==> config.mk <==
export PLATFORM = sky130hd
export DESIGN_NAME = control_unit
export DESIGN_NICKNAME = d
export VERILOG_FILES = /design/src/rtl/control_unit.sv
export SDC_FILE = /design/constraint.sdc
export NUM_CORES = 1
export LEC_CHECK = 0
export ABC_CLOCK_PERIOD_IN_PS = 2400
export CAP_MARGIN = 20
export CORE_AREA = 5 5 42 44
export CTS_CLUSTER_DIAMETER = 80
export DETAILED_ROUTE_END_ITERATION = 8
export DIE_AREA = 0 0 47 49
export PLACE_DENSITY = 0.76
export SKIP_LAST_GASP = 1
export SYNTH_ARGS = -nofsm -noshare
export SYNTH_HDL_FRONTEND = slang
export SYNTH_SLANG_ARGS = --single-unit
export TNS_END_PERCENT = 100
==> constraint.sdc <==
create_clock -name clk -period 2.4 [get_ports clk]
set_input_delay 0.48 -clock clk [delete_from_list [all_inputs] [get_ports clk]]
set_output_delay 0.48 -clock clk [all_outputs]
set_load 0.03 [all_outputs]
==> src/rtl/control_unit.sv <==
// FETCH/EXEC/HALT sequencer for the single-cycle microcontroller datapath.
// Optional retired-instruction counter enabled by CONTROL_UNIT_INSTR_COUNT_EN.
module control_unit #(
    parameter logic [5:0] HALT_OPCODE = 6'b111111
) (
    input  logic        clk,
    input  logic        reset,
    input  logic [5:0]  Opcode,
    input  logic        z,
    input  logic        start,
    output logic        s_inc,
    output logic        s_inm,
    output logic        we3,
    output logic        wez,
    output logic [2:0]  Op,
    output logic        pc_en,
    output logic        halted,
    output logic        illegal,
    output logic [15:0] instr_count
);

    typedef enum logic [1:0] {FETCH, EXEC, HALT} state_t;

    state_t state, state_nxt;

    always_ff @(posedge clk) begin
        if (reset) state <= FETCH;
        else       state <= state_nxt;
    end

    // Outputs are held at their reset values while reset is high, so a
    // start arriving alongside reset in HALT cannot move the PC.
    always_comb begin
        state_nxt = state;
        s_inc     = 1'b1;
        s_inm     = 1'b0;
        we3       = 1'b0;
        wez       = 1'b0;
        Op        = 3'b000;
        pc_en     = 1'b0;
        halted    = 1'b0;
        illegal   = 1'b0;
        if (!reset) begin
            case (state)
                FETCH: state_nxt = EXEC;
                EXEC: begin
                    state_nxt = FETCH;
                    pc_en     = 1'b1;
                    if (Opcode == HALT_OPCODE) begin
                        pc_en     = 1'b0;
                        state_nxt = HALT;
                    end else if (Opcode[5:4] == 2'b00) begin
                        Op  = Opcode[2:0];
                        we3 = 1'b1;
                        wez = 1'b1;
                    end else if (Opcode[5:4] == 2'b01) begin
                        s_inm = 1'b1;
                        we3   = 1'b1;
                    end else begin
                        case (Opcode)
                            6'b100000: s_inc = 1'b0;
                            6'b100001: s_inc = ~z;
                            6'b100010: s_inc = z;
                            default:   illegal = 1'b1;
                        endcase
                    end
                end
                HALT: begin
                    halted = 1'b1;
                    if (start) begin
                        pc_en     = 1'b1;
                        state_nxt = FETCH;
                    end
                end
                default: state_nxt = FETCH;
            endcase
        end
    end

`ifdef CONTROL_UNIT_INSTR_COUNT_EN
    logic [15:0] cnt;

    // pc_en in EXEC marks a retired instruction; halt never sets it there.
    always_ff @(posedge clk) begin
        if (reset)
            cnt <= 16'h0000;
        else if (state == EXEC && pc_en && cnt != 16'hFFFF)
            cnt <= cnt + 16'd1;
    end

    assign instr_count = cnt;
`else
    assign instr_count = 16'h0000;
`endif

endmodule

Word-level counts from Yosys, hierarchy flattened
Cells that the tools add are included.
{ "totals": {"register_bits": 2, "input_bits": 10, "out_inout_bits": 26, "elab_cells": 51} }
{ "op_classes": {"n_eq_ne": 8, "muxes": 38, "n_bitwise": 1, "reduce_logical": 3} }
{ "ops": {"columns": ["op", "n"], "rows": [
  ["1-bit 2-to-1 mux", 29],
  ["6-bit == test, second input constant", 4],
  ["3-bit 2-to-1 mux", 4],
  ["2-bit case mux with 3 select lines", 1],
  ["2-bit by 1-bit == test with 1-bit output, second input constant", 2],
  ["2-bit zero test", 2],
  ["2-bit 2-to-1 mux", 2],
  ["1-bit case mux with 3 select lines", 1],
  ["3-bit OR reduction", 1],
  ["2-bit == test, second input constant", 1],
  ["2-bit inequality test, second input constant", 1],
  ["1-bit case mux with 2 select lines", 1],
  ["1-bit inverter", 1]
]} }

Longest topological paths before layout
{ "logic_depth": {"word_depth": 8, "ltp_mapped": 5, "depth_no_buf": 5} }

Least setup slack after synthesis
No wires, ideal clock.
{ "synth_timing": {"path_kind": "input to output", "start": "input reset", "end": "output Op[0]", "t_arrival_ps": 1795, "slack_ps": 125, "stages": 3, "cell_sequence": "nand2b_1 > nor3_1 > and2_1"} }
{ "synth_via": {"elab_chain_cells": 1} }
{ "synth_lines": {"columns": ["item", "line", "rtl"], "rows": [
  ["start: declaration", "7", "input logic reset,"],
  ["3-bit 2-to-1 mux", "43", "if (!reset) begin"],
  ["end: declaration", "15", "output logic [2:0] Op,"]
]} }
No other way between the ends.

Worst setup path after layout
{ "layout_timing": {"start": "input reset", "end": "output Op[2]"} }
The elaborated chain is that of the path after synthesis.

==> impl_metrics.yaml <==
yosys:
  synth_top_cell_area_share: 0.324
  ys_ff_latch: 2
  ys_seq_area_frac: 0.108
  synth_top_family_by_area: "buffers and inverters"
  yosys.area.top_type: "buf_4"
  syn-instance-count: 51
  synth_compound_area_frac: 0.0642
  yosysWarnings: 0
  synth_xor_area_frac: 0
  synth-simple-area-share: 0.314
  synth_fa_ha_area_frac: 0.101
  synthTopCellsByArea: "buf_4 32%, dfxtp_1 11%, ha_1 10%, and2_1 6.8%, nand2b_1 5.1%"
  synth_area_um2: 370
  syn_area_per_cell_um2: 7.26
  synth.area.mux_share: 0.0574
  ys_types: 19
route:
  finalWirelength_um: 992
  vias: 373
  drc: 0
  first_iter_violations: 2
  firstDrtPassIters: 3
  ant_nets: 0
  drt-wirelength-per-cell_um: 10.4
  drt-vias-per-instance: 3.93
placed_design:
  gp_congestion: 0.785
  dp.final_hpwl_um: 793
  post_dp_cell_area_um2: 552
  port_buffers: 19
cells_and_area:
  largest_register: "state"
  final_common_cell: "conb_1"
  n_antenna_cell: 0
  largestRegisters: "state (2)"
  largest_reg_flops: 2
  final_cell_mix: "16 x conb_1, 14 x buf_4, 5 x clkdlybuf4s50_1, 5 x dlymetal6s2s_1, 4 x and2_1"
  syn_to_final_growth_pct: 61.1
  drive_above_1_share: 0.304
  final_util: 0.426
  design_area_um2: 597
  finalNetCount: 94
cts:
  clock_sinks: 2
  cts_tree: "done"
  h-tree-depth: 1
  clock_latency_ns: 0.22
  ctsHoldBuffers: 0
  cts_inserted_buffers: 3
  path_clk_slew_ns: 0.03
  clockBufferDepth: 2
  postCtsSetupBuffers: 0
  root_buffer: "clkbuf_4"
grt:
  grt_overflow_total: 0
  grt_max_degree: 5
  grt_pass1_wl_um: 1390
  track_usage: 0.0865
  grtUsageMet1: 0.0919
  gr-usage-met3: 0.0295
  top_usage_layer: "met2"
  gr-usage-met2: 0.124
  grt_pass1_vias: 336
  antenna_found_initial: 0
setup_path:
  crit_type: "in -> out"
  cp.required_ns: 1.92
  worstSetupEndpointType: "primary output"
  start_kind: "input port"
  cp.arrival_ns: 1.77
  crit_fanout: 4
  regToRegSetupSlack_ns: 1.23
sta:
  slew_viol_final: 0
  finalSetupViolations: 0
  fin_crit_sh: 0.936
  fin_crit_ns: 2.25
  finalHoldViolCount: 0
  fin_worst_skew_ns: 0.00232
  rsz0062_at_grt: "false"
  fmax_mhz: 445
  final.setup.tns_ns: 0
floorplan:
  dieArea_mm2: 0.00230
  fp.dieH_um: 49
  core_mm2: 0.00140
  rows: 14
  initial_core_util: 0.264
  die_x_um: 47
  io_pins: 36
run:
  max-cap-violations: 0
pwr:
  peakVddDrop_mv: 0.178
  p_per_area_mw_per_mm2: 329
  leakagePower_nw: 0.346
  power_w: 0.000196
status:
  status: "finished clean"
hold_path:
  hold_class: "reg -> reg"
kinds of logic after synthesis:
family | Yosys count
compound gates | 4
buf+inv | 18
mux | 2
simple gates | 21
other cells | 1
flops | 2
fa+ha+maj | 3
metrics by stage:
step	hold slack [ns]	worst slack (ns)	instances
final	0.533	0.154	95
after global routing	0.579	0.0377	95
after CTS	0.538	0.00514	95
after detailed placement	0.534	-0.487	92
after global placement	0.524	-0.467	92
after floorplan	0.490	0.125	66
worst max-delay path, stage by stage:
cell and delay (ns):
clkdlybuf4s50_1 0.44, nand2b_1 0.18, buf_4 0.15, nor3_2 0.20, and2_1 0.17, buf_4 0.15
layout make-up:
cell class / count / area [um2]
clock buffers: 3 / 22.5
fillers: 160 / 805
inverters: 2 / 7.51
multi-input cells: 46 / 273
flip-flops and latches: 2 / 40.0
well taps: 16 / 20.0
repair buffers: 26 / 234
metal layers:
metal	up-vias	part of all wire
met5	-	0
met4	0	0.0091
met3	2	0.17
met2	23	0.49
met1	155	0.33
li1	193	-
report_power, final:
group	internal, W	switching [W]
sequential	0.0000348	0.000000939
clock	0.0000552	0.0000187
combinational	0.0000298	0.0000567
Yosys cell counts:
cell and number:
a21oi_1 2, a31o_2 1, and2_1 4, buf_4 16, conb_1 1, dfxtp_1 2, ha_1 3, inv_1 2
mux2_2 1, mux2i_1 1, nand2_1 3, nand2b_1 3, nand4_1 1, nor2_1 3, nor2b_1 2, nor3_1 3
o21ai_0 1, or3_1 1, or4b_1 1
path summary, 6_finish.rpt:
check	from	to	depth (start not counted)
setup / recovery	reset	Op[2]	6
hold / removal	state[0]$_SDFFE_PP0P_	state[0]$_SDFFE_PP0P_	2
setup reg to reg	state[1]$_SDFFE_PP0P_	state[1]$_SDFFE_PP0P_	5
hold reg to reg	state[0]$_SDFFE_PP0P_	state[0]$_SDFFE_PP0P_	2
repair_timing:
action,in CTS,in global routing
pin swaps,2,2
setup endpoints to repair,2,5
gates resized for setup,13,8
Note: power is estimated with default switching activity, not from simulation.
